**config.mk**
```make
export PLATFORM = sky130hd
export DESIGN_NAME = fir_coeff_ctrl
export DESIGN_NICKNAME = d
export VERILOG_FILES = /design/src/rtl/fir_ctrl_pkg.sv /design/src/rtl/fir_coeff_bank.sv /design/src/rtl/fir_coeff_ctrl.sv
export SDC_FILE = /design/constraint.sdc
export NUM_CORES = 1
export LEC_CHECK = 0
export CORE_MARGIN = 3
export CORE_UTILIZATION = 58
export DETAILED_ROUTE_END_ITERATION = 10
export HOLD_SLACK_MARGIN = 0.02
export PLACE_DENSITY = 0.85
export SLEW_MARGIN = 10
export SYNTH_ARGS = -nofsm -noshare
export SYNTH_HDL_FRONTEND = slang
export SYNTH_HIERARCHICAL = 1
export SYNTH_SLANG_ARGS = --single-unit
```
**constraint.sdc**
```tcl
create_clock -name clk -period 28.4 [get_ports clk]
set_input_delay 5.68 -clock clk [delete_from_list [all_inputs] [get_ports clk]]
set_output_delay 5.68 -clock clk [all_outputs]
set_load 0.01 [all_outputs]
```
**src/rtl/fir_ctrl_pkg.sv**
```systemverilog
// Shared types and constants for the FIR coefficient controller.
// Optional warm-up output masking is enabled with FIR_CTRL_WARMUP_MASK_EN.
package fir_ctrl_pkg;

    localparam int FIR_TAPS       = 32;
    localparam int FIR_COEFF_W    = 16;
    localparam int FIR_SAMPLE_W   = 16;
    localparam int FIR_PIPE_DEPTH = 6;

    typedef enum logic [1:0] {
        ST_OFF   = 2'd0,
        ST_RUN   = 2'd1,
        ST_CLEAR = 2'd2
    } fir_state_e;

    typedef logic signed [FIR_COEFF_W-1:0] coeff_bank_t [FIR_TAPS];

    // Accepted samples needed before the tap window and pipeline hold only fresh data.
    function automatic int warmup_len(input int taps, input int pipe_depth);
        return taps + pipe_depth + 1;
    endfunction

endpackage

```
**src/rtl/fir_coeff_bank.sv**
```systemverilog
// Shadow/active coefficient register pair with a software write port and a swap strobe.
// A write coinciding with a swap lands in shadow only; the swap copies the pre-write shadow.
module fir_coeff_bank #(
    parameter int TAPS    = 32,
    parameter int COEFF_W = 16,
    parameter int IDX_W   = $clog2(TAPS)
) (
    input  logic                      clk,
    input  logic                      rst_n,
    input  logic                      i_wr_en,
    input  logic [IDX_W-1:0]          i_wr_idx,
    input  logic [COEFF_W-1:0]        i_wr_data,
    input  logic                      i_swap,
    output logic [TAPS*COEFF_W-1:0]   o_active_flat
);

    logic [COEFF_W-1:0] r_shadow [TAPS];
    logic [COEFF_W-1:0] r_active [TAPS];
    logic               w_idx_ok;

    generate
        if ((2 ** IDX_W) == TAPS) begin : g_idx_full
            assign w_idx_ok = 1'b1;
        end else begin : g_idx_check
            assign w_idx_ok = (32'(i_wr_idx) < TAPS);
        end
    endgenerate

    always_ff @(posedge clk) begin
        if (!rst_n) begin
            for (int i = 0; i < TAPS; i++) begin
                r_shadow[i] <= '0;
                r_active[i] <= '0;
            end
        end else begin
            if (i_swap) begin
                for (int i = 0; i < TAPS; i++) begin
                    r_active[i] <= r_shadow[i];
                end
            end
            if (i_wr_en && w_idx_ok) begin
                r_shadow[i_wr_idx] <= i_wr_data;
            end
        end
    end

    generate
        for (genvar g = 0; g < TAPS; g++) begin : g_flat
            assign o_active_flat[g*COEFF_W +: COEFF_W] = r_active[g];
        end
    endgenerate

endmodule

```
**src/rtl/fir_coeff_ctrl.sv**
```systemverilog
// Sequencer in front of the pipelined FIR: gates samples, swaps coefficient banks glitch-free,
// and qualifies filter outputs. Warm-up masking is compiled in with FIR_CTRL_WARMUP_MASK_EN.
//   state    | meaning
//   OFF      | filter disabled, commits swap immediately
//   RUN      | samples accepted and forwarded to the filter
//   CLEAR    | one-cycle filter flush while the banks swap
module fir_coeff_ctrl
    import fir_ctrl_pkg::*;
#(
    parameter int TAPS       = FIR_TAPS,
    parameter int COEFF_W    = FIR_COEFF_W,
    parameter int SAMPLE_W   = FIR_SAMPLE_W,
    parameter int PIPE_DEPTH = FIR_PIPE_DEPTH
) (
    input  logic                      clk,
    input  logic                      rst_n,
    input  logic                      run_en,
    input  logic                      cfg_wr_en,
    input  logic [$clog2(TAPS)-1:0]   cfg_wr_idx,
    input  logic [COEFF_W-1:0]        cfg_wr_data,
    input  logic                      commit,
    input  logic                      s_valid,
    output logic                      s_ready,
    input  logic [SAMPLE_W-1:0]       s_data,
    output logic                      fir_enable,
    output logic                      fir_signal_valid,
    output logic [SAMPLE_W-1:0]       fir_signal,
    output logic [TAPS*COEFF_W-1:0]   fir_coeff,
    input  logic                      fir_out_valid,
    input  logic [SAMPLE_W-1:0]       fir_out_data,
    output logic                      m_valid,
    output logic [SAMPLE_W-1:0]       m_data,
    output logic                      commit_done,
    output logic [1:0]                state
);

    fir_state_e          r_state;
    fir_state_e          w_state_nxt;
    logic                w_run;
    logic                w_swap;
    logic                w_accept;
    logic                w_qualified;
    logic                r_m_valid;
    logic [SAMPLE_W-1:0] r_m_data;
    logic                r_commit_done;

    always_ff @(posedge clk) begin
        if (!rst_n) begin
            r_state <= ST_OFF;
        end else begin
            r_state <= w_state_nxt;
        end
    end

    always_comb begin
        w_state_nxt = r_state;
        case (r_state)
            ST_OFF: begin
                if (run_en) w_state_nxt = ST_RUN;
            end
            ST_RUN: begin
                if (!run_en)     w_state_nxt = ST_OFF;
                else if (commit) w_state_nxt = ST_CLEAR;
            end
            ST_CLEAR: begin
                w_state_nxt = run_en ? ST_RUN : ST_OFF;
            end
            default: w_state_nxt = ST_OFF;
        endcase
    end

    // A commit outside RUN (or while RUN is being left) swaps at once; in RUN it waits for CLEAR.
    always_comb begin
        w_run  = (r_state == ST_RUN);
        w_swap = 1'b0;
        case (r_state)
            ST_OFF:   w_swap = commit;
            ST_RUN:   w_swap = commit && !run_en;
            ST_CLEAR: w_swap = 1'b1;
            default:  w_swap = 1'b0;
        endcase
    end

    assign fir_enable       = w_run;
    assign s_ready          = w_run;
    assign w_accept         = s_valid && w_run;
    assign fir_signal_valid = w_accept;
    assign fir_signal       = s_data;
    assign state            = r_state;

    fir_coeff_bank #(
        .TAPS    (TAPS),
        .COEFF_W (COEFF_W)
    ) u_bank (
        .clk           (clk),
        .rst_n         (rst_n),
        .i_wr_en       (cfg_wr_en),
        .i_wr_idx      (cfg_wr_idx),
        .i_wr_data     (cfg_wr_data),
        .i_swap        (w_swap),
        .o_active_flat (fir_coeff)
    );

`ifdef FIR_CTRL_WARMUP_MASK_EN
    localparam int WARMUP = warmup_len(TAPS, PIPE_DEPTH);
    localparam int WARM_W = $clog2(WARMUP + 1);

    logic [WARM_W-1:0] r_warm_cnt;
    logic [WARM_W-1:0] w_warm_inc;

    // Count including this cycle's sample, so sample number WARMUP is the first qualified one.
    always_comb begin
        w_warm_inc = r_warm_cnt;
        if (w_accept && (r_warm_cnt < WARM_W'(WARMUP))) begin
            w_warm_inc = r_warm_cnt + 1'b1;
        end
    end

    assign w_qualified = (w_warm_inc >= WARM_W'(WARMUP));

    always_ff @(posedge clk) begin
        if (!rst_n) begin
            r_warm_cnt <= '0;
        end else if (w_run && run_en) begin
            r_warm_cnt <= w_warm_inc;
        end else begin
            r_warm_cnt <= '0;
        end
    end
`else
    assign w_qualified = 1'b1;
`endif

    always_ff @(posedge clk) begin
        if (!rst_n) begin
            r_m_valid     <= 1'b0;
            r_m_data      <= '0;
            r_commit_done <= 1'b0;
        end else begin
            r_m_valid     <= fir_out_valid && w_qualified;
            r_m_data      <= w_qualified ? fir_out_data : '0;
            r_commit_done <= w_swap;
        end
    end

    assign m_valid     = r_m_valid;
    assign m_data      = r_m_data;
    assign commit_done = r_commit_done;

endmodule
```
==> summary.md <==
| Metric | Value |
|---|---|
| Ant diodes | `0` |
| Final WL | `around 100 mm` |
| Netlist area before placement | `38940 um^2` |
| Leak | `approximately 17 nW` |
| Hold/Removal Path Class | `reg2reg` |
| Final TNS setup | `0 ns` |
| Max Root-Sink Buffers | `3` |
| CTS Root Cell | `clkbuf_16` |
| Final nets | `2961` |
| Data required time at the worst endpoint | `~23 ns` |
| Clk_skew | `between 0.02 and 0.03 ns` |
| GP Congestion | `between 0.8 and 0.9` |
| Power density over the cells | `~72 nW/um^2` |
| Instance count of the mapped netlist | `2433` |
| Post-synthesis net count | `~2500` |
| Insertion delay to the later sink of the worst-skew pair | `approximately 0.65 ns` |
| Sequential power share | `roughly 53%` |
| Fmax | `~80 MHz` |
| RSZ-0062 raised after global routing | `false` |
| DIE HEIGHT | `~270 um` |
| Clock power frac | `38.1%` |
| Min Tclk post-route | `~12 ns` |
| Critical path fanouts, max | `1` |
| Vias/cell | `6.114` |
| Syn Area/Cell | `16.01 um^2` |
| Multi-input logic area | `6668 um^2` |
| H-tree lvl count | `3` |
| Top cell type's share of synthesized area | `about four fifths` |
| Final setup vio count | `0` |
| Crit path cell chain | `clkdlybuf4s50_1 > and2_2 > clkdlybuf4s50_1` |
| Status | `completed` |
| IO buf count | `between 500 and 600` |
| Final non-filler cell area | `approximately 48000 um^2` |
| Hold slack | `between 0.5 and 0.6 ns` |
| Post-CTS sizing | `0` |
| Worst vdd ir | `just over 0.00006 V` |
| DIE AREA | `roughly 70000 um^2` |
| Vias in the first global route | `23212` |
| Syn-to-layout area delta | `24.34%` |
| Global-route usage over all layers | `between 20% and 30%` |
| Most frequent cell after synthesis | `edfxtp_1` |
| Yosys top cell by area | `edfxtp_1` |
| Arrival @ worst endpoint | `~6.8 ns` |
| Detailed Place HPWL | `between 60 and 70 mm` |
| Sequential area share after synthesis | `79.99%` |
| Initial antenna violation count | `0` |
| Residual DRC | `0` |
| Drt initial violations | `2862` |
| Share of layout cells above drive strength 1 | `approximately 9.9%` |
| Endpoint, Worst Hold | `u_bank/r_active[0][368]` |
| Psw | `between 0.0007 and 0.0008 W` |
| Seq cells post-synth | `1044` |
| Number of synthesized flops with an enable pin | `roughly 1000` |
| Core ar. | `roughly 66000 um^2` |
| Power Internal | `0.002686 W` |
| Critical-path top delay cell | `clkdlybuf4s50_1` |
| Wire per inst | `between 20 and 30 um` |
| Most Frequent Cell on Critical Path | `clkdlybuf4s50_1` |
| Async SR Flop Fraction | `0%` |
| CTS clk-pin slew, worst paths | `0.07 ns` |
| Tot Pwr | `between 0.003 and 0.004 W` |
| GRT overflow | `0` |
| Slew @ Worst Pin | `~1.3 ns` |
| Effective utilization at floorplan | `58.92%` |
| Worst Setup Start Kind | `input pin` |
| Worst R2R Path Depth | `5` |
| Netlist cell types | `28` |
| Die W | `~270 um` |
| Num CTS Buffers | `100` |
| TritonRoute pass-1 iters | `5` |
| TritonCTS Sinks | `about 1000` |
| Hold wc startpoint | `u_bank/r_shadow[23][0]` |
| Hold Path Depth | `1` |
| Logic pwr share | `around 8.6%` |
| Crit. End Element | `output port` |
| Most frequent cells after synthesis | `1024 x edfxtp_1, 388 x nor3_1, 289 x and3_1, 241 x and2_1, 183 x clkbuf_1` |
| I/O Pins | `approximately 610` |
| Crit Path Category | `in2out` |
| Top FF cell, synth | `edfxtp_1` |
| Synth warn | `6` |
| Final Hold Viols | `0` |
| Post-CTS Setup Repair Bufs | `0` |
| # fillers | `approximately 3700` |
| CTS tree | `built` |
| FF/Latch Area | `a little over 30000 um^2` |
| Site row count | `between 90 and 100` |
| Max-cap violations | `0` |
| Count of pins over their slew limit | `0` |
| Reg2Reg Launch Point | `state[1]` |
| Largest net degree at the start of global routing | `148` |
| Final Cycle Share | `~44%` |
| CP top delay family | `buffers and inverters` |
| Sw Share | `22.51%` |
| Worst R2R Setup Slack | `24.32 ns` |
| Buf/Inv on CP | `2` |
| Max_slew headroom | `about 16%` |
| Worst r2r dst | `u_bank/r_active[0][409]` |
| Number of nets still failing antenna checks after routing | `0` |
| Synth area leaders | `edfxtp_1 79%, nor3_1 5.0%, and3_1 4.6%` |
| Post-CTS Hold Fix Bufs | `0` |
| Max incr delay on CP | `about 0.52 ns` |
| DR vias | `between 20000 and 25000` |
| Global-route wire length before repair | `approximately 150 mm` |
| DP Area | `~45000 um^2` |
-- metal layers --
layer  track usage [%]  part of all wire, %
met1             35.63                   33
met2             49.82                   50
met3             7.557                   11
met4             14.20                  5.4
met5                 0                    0
-- cell families (layout without fill, tap and decap cells) --
family	count (synthesis)	count (layout)	share of synthesized area (%)
buffers and inverters	278	829	3.123
flip-flops	1044	1044	79.99
AO/OA/AOI/OAI	34	34	0.4434
AND/OR/NAND/NOR	1077	1077	16.45
-- power by group through the flow --
stage,Combinational (W),Clock [W],Sequential [W]
after floorplan,0.0000883,0,0.00192
after global placement,0.000285,0,0.00187
after detailed placement,0.000294,0,0.00188
after CTS,0.000297,0.00133,0.00185
after global routing,0.000312,0.00139,0.00185
final,0.000298,0.00132,0.00185
-- placed cells by master, fill, tap and decap left out, drive strengths merged --
| cell type | count |
|---|---|
| nand3b | 3 |
| inv | 21 |
| nand4bb | 1 |
| dfxtp | 20 |
| nor3 | 448 |
| buf | 51 |
| and4 | 1 |
| nand4 | 1 |
| bufinv | 10 |
| nor3b | 1 |
| or3 | 1 |
| nand3 | 1 |
| clkdlybuf4s50 | 577 |
| and3 | 289 |
| or4b | 16 |
| or3b | 3 |
| nand4b | 2 |
| o21ai | 33 |
| clkbuf | 120 |
| clkinv | 48 |
| clkinvlp | 2 |
| nor2 | 66 |
| o21a | 1 |
| nor2b | 1 |
| and2 | 242 |
| edfxtp | 1024 |
| nand2b | 1 |
-- worst max path at each step --
stage             from                     to  cells after the start
2_1_floorplan   run_en  u_bank/r_active[0][0]                      5
3_5_place_dp   s_valid       fir_signal_valid                      3
6_report       s_valid       fir_signal_valid                      3
5_1_grt        s_valid       fir_signal_valid                      3
4_1_cts        s_valid       fir_signal_valid                      3
3_3_place_gp   s_valid       fir_signal_valid                      3
-- state kept, by name, summed over array words and instances, names as in the netlist --
name,cells
u_bank/r_active,512
u_bank/r_shadow,512
m_data,16
state,2
commit_done,1
m_valid,1
-- layout make-up --
class / instances / area share [%]
multi-input cells: 1111 / 13.77
well taps: 864 / 2.233
inverters: 16 / 0.1240
flip-flops and latches: 1044 / 64.33
repair buffers: 628 / 12.79
clock inverters: 65 / 1.346
clock buffers: 120 / 5.411
-- metrics by stage --
stage / worst slack (ns) / cells / util (%)
after floorplan: 8.807 / 2433 / -
after global routing: 15.88 / 3848 / 73.26
after CTS: 15.90 / 3848 / 73.20
after detailed placement: 15.90 / 3663 / 68.25
after global placement: 15.90 / 3663 / 68.25
final: 15.91 / 3848 / 73.26
Power figures use the tool's default switching activity.
